==> src/rtl/booth_pkg.sv <==
// Shared types and the radix-4 Booth digit decode used by the sequential
// encoder and any future parallel encoders.
package booth_pkg;

  typedef struct packed {
    logic single;
    logic double;
    logic negative;
  } booth_digit_t;

  typedef enum logic {
    IDLE = 1'b0,
    SCAN = 1'b1
  } booth_state_t;

  // bits = {x[2i+1], x[2i], x[2i-1]}; the digit is x[2i-1] + x[2i] - 2*x[2i+1].
  function automatic booth_digit_t booth_encode(input logic [2:0] bits);
    booth_digit_t d;
    d.single   = bits[1] ^ bits[0];
    d.double   = (bits == 3'b011) || (bits == 3'b100);
    d.negative = bits[2];
    return d;
  endfunction

endpackage

==> src/rtl/booth_encoder_cell.sv <==
// Combinational 3-bit window to Single/Double/Negative decode.
module booth_encoder_cell
  import booth_pkg::*;
(
  input  logic [2:0]   bits_i,
  output booth_digit_t digit_o
);

  assign digit_o = booth_encode(bits_i);

endmodule

==> src/rtl/booth_digit_encoder.sv <==
// Sequential radix-4 Booth encoder: takes one N-bit multiplier, streams N/2
// digits LSB-first over a valid/ready interface.
module booth_digit_encoder
  import booth_pkg::*;
#(
  parameter  int N  = 32,
  localparam int D  = N / 2,
  localparam int IW = (D > 1) ? $clog2(D) : 1
) (
  input  logic          clk,
  input  logic          rst_n,
  input  logic          in_valid,
  output logic          in_ready,
  input  logic [N-1:0]  in_x,
  output logic          out_valid,
  input  logic          out_ready,
  output logic          out_single,
  output logic          out_double,
  output logic          out_negative,
  output logic [IW-1:0] out_index,
  output logic          out_last
);

  if ((N < 4) || (N % 2 != 0)) begin : g_bad_n
    $error("booth_digit_encoder: N must be even and >= 4");
  end

  booth_state_t  state_q, state_d;
  logic [N:0]    sr_q, sr_d;
  logic [IW-1:0] idx_q, idx_d;
  booth_digit_t  cell_digit;
  logic          scan, last;

  booth_encoder_cell u_cell (
    .bits_i  (sr_q[2:0]),
    .digit_o (cell_digit)
  );

  assign scan = (state_q == SCAN);
  assign last = scan && (idx_q == IW'(D - 1));

  // out_ready -> in_ready is combinational so the next operand loads on the
  // final digit handshake without a bubble.
  assign in_ready     = !scan || (last && out_ready);
  assign out_valid    = scan;
  assign out_single   = scan && cell_digit.single;
  assign out_double   = scan && cell_digit.double;
  assign out_negative = scan && cell_digit.negative;
  assign out_index    = idx_q;
  assign out_last     = last;

  always_comb begin
    state_d = state_q;
    sr_d    = sr_q;
    idx_d   = idx_q;
    case (state_q)
      IDLE: begin
        if (in_valid) begin
          sr_d    = {in_x, 1'b0};
          idx_d   = '0;
          state_d = SCAN;
        end
      end
      SCAN: begin
        if (out_ready) begin
          if (!last) begin
            sr_d  = sr_q >> 2;
            idx_d = idx_q + 1'b1;
          end else if (in_valid) begin
            sr_d  = {in_x, 1'b0};
            idx_d = '0;
          end else begin
            state_d = IDLE;
          end
        end
      end
      default: state_d = IDLE;
    endcase
  end

  always_ff @(posedge clk or negedge rst_n) begin
    if (!rst_n) begin
      state_q <= IDLE;
      sr_q    <= '0;
      idx_q   <= '0;
    end else begin
      state_q <= state_d;
      sr_q    <= sr_d;
      idx_q   <= idx_d;
    end
  end

endmodule

==> config.mk <==
export PLATFORM = sky130hd
export DESIGN_NAME = booth_digit_encoder
export DESIGN_NICKNAME = d
export VERILOG_FILES = /design/src/rtl/booth_pkg.sv /design/src/rtl/booth_encoder_cell.sv /design/src/rtl/booth_digit_encoder.sv
export SDC_FILE = /design/constraint.sdc
export NUM_CORES = 1
export LEC_CHECK = 0
export ABC_AREA = 1
export BUFFER_PORTS_ARGS = -buffer_cell sky130_fd_sc_hd__buf_2
export CELL_PAD_IN_SITES_DETAIL_PLACEMENT = 1
export CELL_PAD_IN_SITES_GLOBAL_PLACEMENT = 1
export CORE_MARGIN = 1
export CORE_UTILIZATION = 35
export CTS_CLUSTER_SIZE = 12
export DETAILED_ROUTE_END_ITERATION = 8
export GPL_ROUTABILITY_DRIVEN = 0
export PLACE_DENSITY = 0.8
export SETUP_SLACK_MARGIN = 0.2
export SYNTH_ARGS = -nofsm -noshare
export SYNTH_HDL_FRONTEND = slang
export SYNTH_SLANG_ARGS = --single-unit
==> constraint.sdc <==
create_clock -name clk -period 2 [get_ports clk]
set_clock_uncertainty 0.05 [all_clocks]
set_input_delay 0.2 -clock clk [delete_from_list [all_inputs] [get_ports clk]]
set_output_delay 0.2 -clock clk [all_outputs]
set_load 0.005 [all_outputs]
## Word-level counts from Yosys, hierarchy flattened

Cells that the tools add are included.

| word-level totals | value |
|---|---|
| output and inout port bits | 10 |
| input bits | 36 |
| logic and storage cells | 30 |
| register bits after elaboration | 38 |

| cells by class | value |
|---|---|
| reductions and logical operators | 8 |
| mux-type cells | 12 |
| bitwise logic cells | 2 |
| $add $sub $neg | 1 |
| equal/unequal tests | 4 |

Operators by type and width:

| kind | number |
|---|---|
| $mux W33 | 3 |
| $pmux W33 S2 | 1 |
| $mux W4 | 3 |
| $pmux W4 S2 | 1 |
| $logic_and A1 B1 Y1 | 5 |
| $add A4 B1 Y4 const B | 1 |
| $eq A4 B4 Y1 const B | 1 |
| $eq A3 B2 Y1 const B | 1 |
| $eq A3 B3 Y1 const B | 1 |
| $mux W1 | 3 |
| $logic_or A1 B1 Y1 | 2 |
| $ne A2 B2 Y1 const B | 1 |
| $pmux W1 S2 | 1 |
| $logic_not A1 Y1 | 1 |
| $not A1 Y1 | 1 |
| $xor A1 B1 Y1 | 1 |

## Logic depth before layout (Yosys ltp)

| depth | value |
|---|---|
| word-level depth | 5 |
| depth in mapped cells | 9 |
| mapped depth without buffers | 8 |

## Modules after synthesis

A second synthesis with hierarchy kept.

| unflattened totals | value |
|---|---|
| cell total of the unflattened synthesis | 301 |
| area, all modules | 2113.3 sq um |

By module, submodules not included:

| module | area each (sq um) | sequential area each (sq um) | times used | cells each |
|---|---|---|---|---|
| booth_digit_encoder | 2058.2 | 950.9 | 1 | 292 |
| booth_encoder_cell | 55.1 | 0.0 | 1 | 9 |

## Worst setup path after synthesis

No wires, ideal clock.

| timing | value |
|---|---|
| path type | reg2reg |
| from | register idx_q[0], in the netlist out_index[0] |
| to | register sr_q[16] |
| clock period less this slack | 1.524 ns |
| slack | 0.476 ns |
| setup time | 0.117 ns |
| cell stages (with the launch flop) | 9 |
| required time | 1.833 ns |
| data arrival time | 1.357 ns |
| buffers on the path | 1 |
| cell sequence | dfrtp_1 > ha_1 > nand3_1 > nand2_2 > nor2_4 > inv_2 > buf_2 > nor2_1 > nor2_1 |

| between the ends | value |
|---|---|
| longest elaborated chain between the ends | 5 |

RTL lines:

| element | RTL line | RTL |
|---|---|---|
| start, declared | booth_digit_encoder.sv:30 | `logic [IW-1:0] idx_q, idx_d;` |
| start signal, assigned | booth_digit_encoder.sv:89 | `idx_q <= idx_d;` |
| $eq A4 B4 Y1 | booth_digit_encoder.sv:40 | `assign last = scan && (idx_q == IW'(D - 1));` |
| $logic_and A1 B1 Y1 | booth_digit_encoder.sv:40 |  |
| $mux W33 | booth_digit_encoder.sv:66 | `if (!last) begin` |
| $mux W33 | booth_digit_encoder.sv:65 | `if (out_ready) begin` |
| $pmux W33 S2 | booth_digit_encoder.sv:56 | `case (state_q)` |
| end signal, assigned | booth_digit_encoder.sv:88 | `sr_q <= sr_d;` |
| end, declared | booth_digit_encoder.sv:29 | `logic [N:0] sr_q, sr_d;` |

No other way between the ends. The select of a mux whose other input is x is not followed.
A chain may end at the register's enable or synchronous reset.

## Worst setup path in the final report

| timing | value |
|---|---|
| from | register idx_q[1], in the netlist out_index[1] |
| to | output port in_ready |

| between the ends | value |
|---|---|
| longest elaborated chain between the ends | 4 |

RTL lines:

| element | RTL line | RTL |
|---|---|---|
| $eq A4 B4 Y1 | booth_digit_encoder.sv:40 |  |
| $logic_and A1 B1 Y1 | booth_digit_encoder.sv:40 |  |
| $logic_and A1 B1 Y1 | booth_digit_encoder.sv:44 | `assign in_ready = !scan \|\| (last && out_ready);` |
| $logic_or A1 B1 Y1 | booth_digit_encoder.sv:44 |  |
| end, declared | booth_digit_encoder.sv:13 | `output logic in_ready,` |

No other way between the ends.

==> impl_metrics.yaml <==
run_status:
  status: "finished clean"
final_layout:
  nets: 386
  syn_to_final_growth_pct: 25.5
  layout_commonest_cell: "nand2_1"
  final_area_mm2: 0.00256
  drive_above_1_share: 0.227
  fillers: 776
  multi_input_area_um2: 927
  layout_common_cells: "nand2_1, nor2_1, buf_2"
  n_antenna_cell: 0
  regArea_um2: 952
  finalCoreUtilization: 0.459
cts:
  cts_tree: "built"
  cts-root-buf: "clkbuf_8"
  clkTransAtPathRegs_ns: 0.08
  cts_buffers: 5
  htreeDepth: 2
  clock_sinks: 38
  clock_path_buffers: 2
  worstSkewPairLatency_ns: 0.29
sta:
  finalSetupTns_ns: 0
  min_period_ns: 1.70
  hold_slack_ns: 0.0514
  tightest_slew_ns: 0.507
  drv_slew: 0
  period_share: 0.848
  finalSetupViolations: 0
  rsz0062_at_grt: "no"
  fmax_mhz: 590
  hold_viol_final: 0
  relSlewSlack: 0.662
grt:
  antenna_found_initial: 0
  grt_start_max_net_pins: 39
  met3_usage: 0.0407
  grt_usage: 0.207
  grt_pass1_wl_um: 9720
  first_global_vias: 1994
  met2_usage: 0.361
  use_met1: 0.265
  grt-busiest-layer: "met2"
  grt_overflow: 0
drt:
  wl_per_cell_um: 13.6
  drc: 0
  wl_um: 5700
  via_per_inst: 4.65
  ant_nets: 0
  vias: 1955
  firstDrtPassIters: 4
  first_iter_violations: 87
synthesis:
  yosys_register_bits: 38
  syn_nets: 333
  syn-cell-area_mm2: 0.00204
  ys_seq_area_frac: 0.466
  syn-mean-instance-area_um2: 6.94
  synth_cell_type_count: 18
  syn-instance-count: 294
  ys_warn_count: 0
setup_path:
  r2r_slack_ns: 0.33
  crit_fanout: 10
  critPathArrivalTime_ns: 1.45
  crit_required_ns: 1.75
  endpoint_kind: "output pin"
  rr_startpoint: "out_index[1]"
  start_kind: "flop"
  worst_r2r_path_depth: 9
  r2r_end: "sr_q[23]"
  critPathKind: "flop to output pin"
min_path:
  hold_path_class: "input port to flop"
  min_path_cells: 3
  min_from: "in_x[31]"
  holdPathEnd: "sr_q[32]"
power:
  p_comb_frac: 0.344
  max-vdd-ir-drop_v: 0.000567
  powerDensity_mw_per_mm2: 1270
  p_int_uw: 2080
  switching_share: 0.359
  p_leak_uw: 0.00144
  p_switching_uw: 1170
  pwr-share-clk: 0.253
  power_frac_seq: 0.402
floorplanning:
  io_pins: 46
  die_w_um: 78.3
  core_mm2: 0.00557
  die_h_um: 78.3
  rows: 27
  initial_core_util: 0.366
  design.die.area_mm2: 0.00614
place:
  portBuffers: 45
  hpwl_um: 3810
  place_area_mm2: 0.00232
run:
  max-cap-violations: 0
-- power groups by stage --
stage	combinational, uW	clock [uW]	sequential [uW]
floorplan	704	0	1250
global placement	958	0	1290
detailed placement	1000	0	1310
CTS	1100	838	1300
global route	1300	864	1340
finish	1120	824	1310
-- layer usage --
metal / wire length (um) / share of wire
met4: 29 / 0.0051
met1: 2560 / 0.45
met3: 186 / 0.033
met2: 2920 / 0.51
met5: 0 / 0
-- worst max path at each step --
| stage | start | end | slack (ns) | depth (start not counted) |
|---|---|---|---|---|
| after floorplan | out_index[0] | sr_q[16] | 0.48 | 8 |
| after global placement | out_index[0] | out_index[2] | 0.28 | 8 |
| after detailed placement | out_index[0] | sr_q[29] | 0.15 | 8 |
| after CTS | out_index[1] | out_index[2] | 0.22 | 8 |
| after global routing | out_index[1] | in_ready | 0.22 | 6 |
| final | out_index[1] | in_ready | 0.30 | 6 |
-- repair_timing --
action / in CTS / in global routing
hold endpoints to repair: 38 / 0
cloned: 1 / 0
hold buffers: 1 / 0
endpoints found under the setup margin: 26 / 24
pin swaps: 2 / 1
setup buffers: 4 / 1
resized for setup: 7 / 4
-- cell usage after synthesis (all sizes together) --
library cell	n	area (um^2)
clkbuf	3	11.3
nand3	20	100
o211ai	2	15.0
inv	32	120
nor2	64	258
buf	8	62.6
dfrtp	38	951
ha	3	37.5
a21oi	1	5.00
o21ai	8	40.0
nand2	115	439
-- sequential cells by signal, indices dropped and copies added, names as in the netlist --
| register | count |
|---|---|
| out_index | 4 |
| sr_q | 33 |
| out_valid | 1 |
-- kinds of logic after synthesis --
family | synth area share
compound gates | 0.0294
fa+ha+maj | 0.0184
buf+inv | 0.0951
flops | 0.466
simple gates | 0.391
-- through the flow --
stage	power [uW]	setup slack, ns	cells
after detailed placement	2310	0.147	405
after CTS	3240	0.222	419
after global placement	2250	0.279	405
final	3250	0.305	420
after global routing	3510	0.223	420
after floorplan	1960	0.476	294
-- worst max-delay path, stage by stage (launching register included) --
cell,delay (ns)
dfrtp_1,0.41
ha_4,0.17
nand3_2,0.13
nand2_4,0.12
nand2_4,0.10
inv_8,0.10
buf_2,0.11
-- layout make-up --
class / count / area share
flip-flops and latches: 38 / 0.372
multi-input cells: 213 / 0.362
repair buffers: 56 / 0.121
inverters: 32 / 0.0509
well taps: 72 / 0.0352
clock buffers: 6 / 0.0323
clock inverters: 2 / 0.0235
repair inverters: 1 / 0.00244
Power figures use the tool's default switching activity.
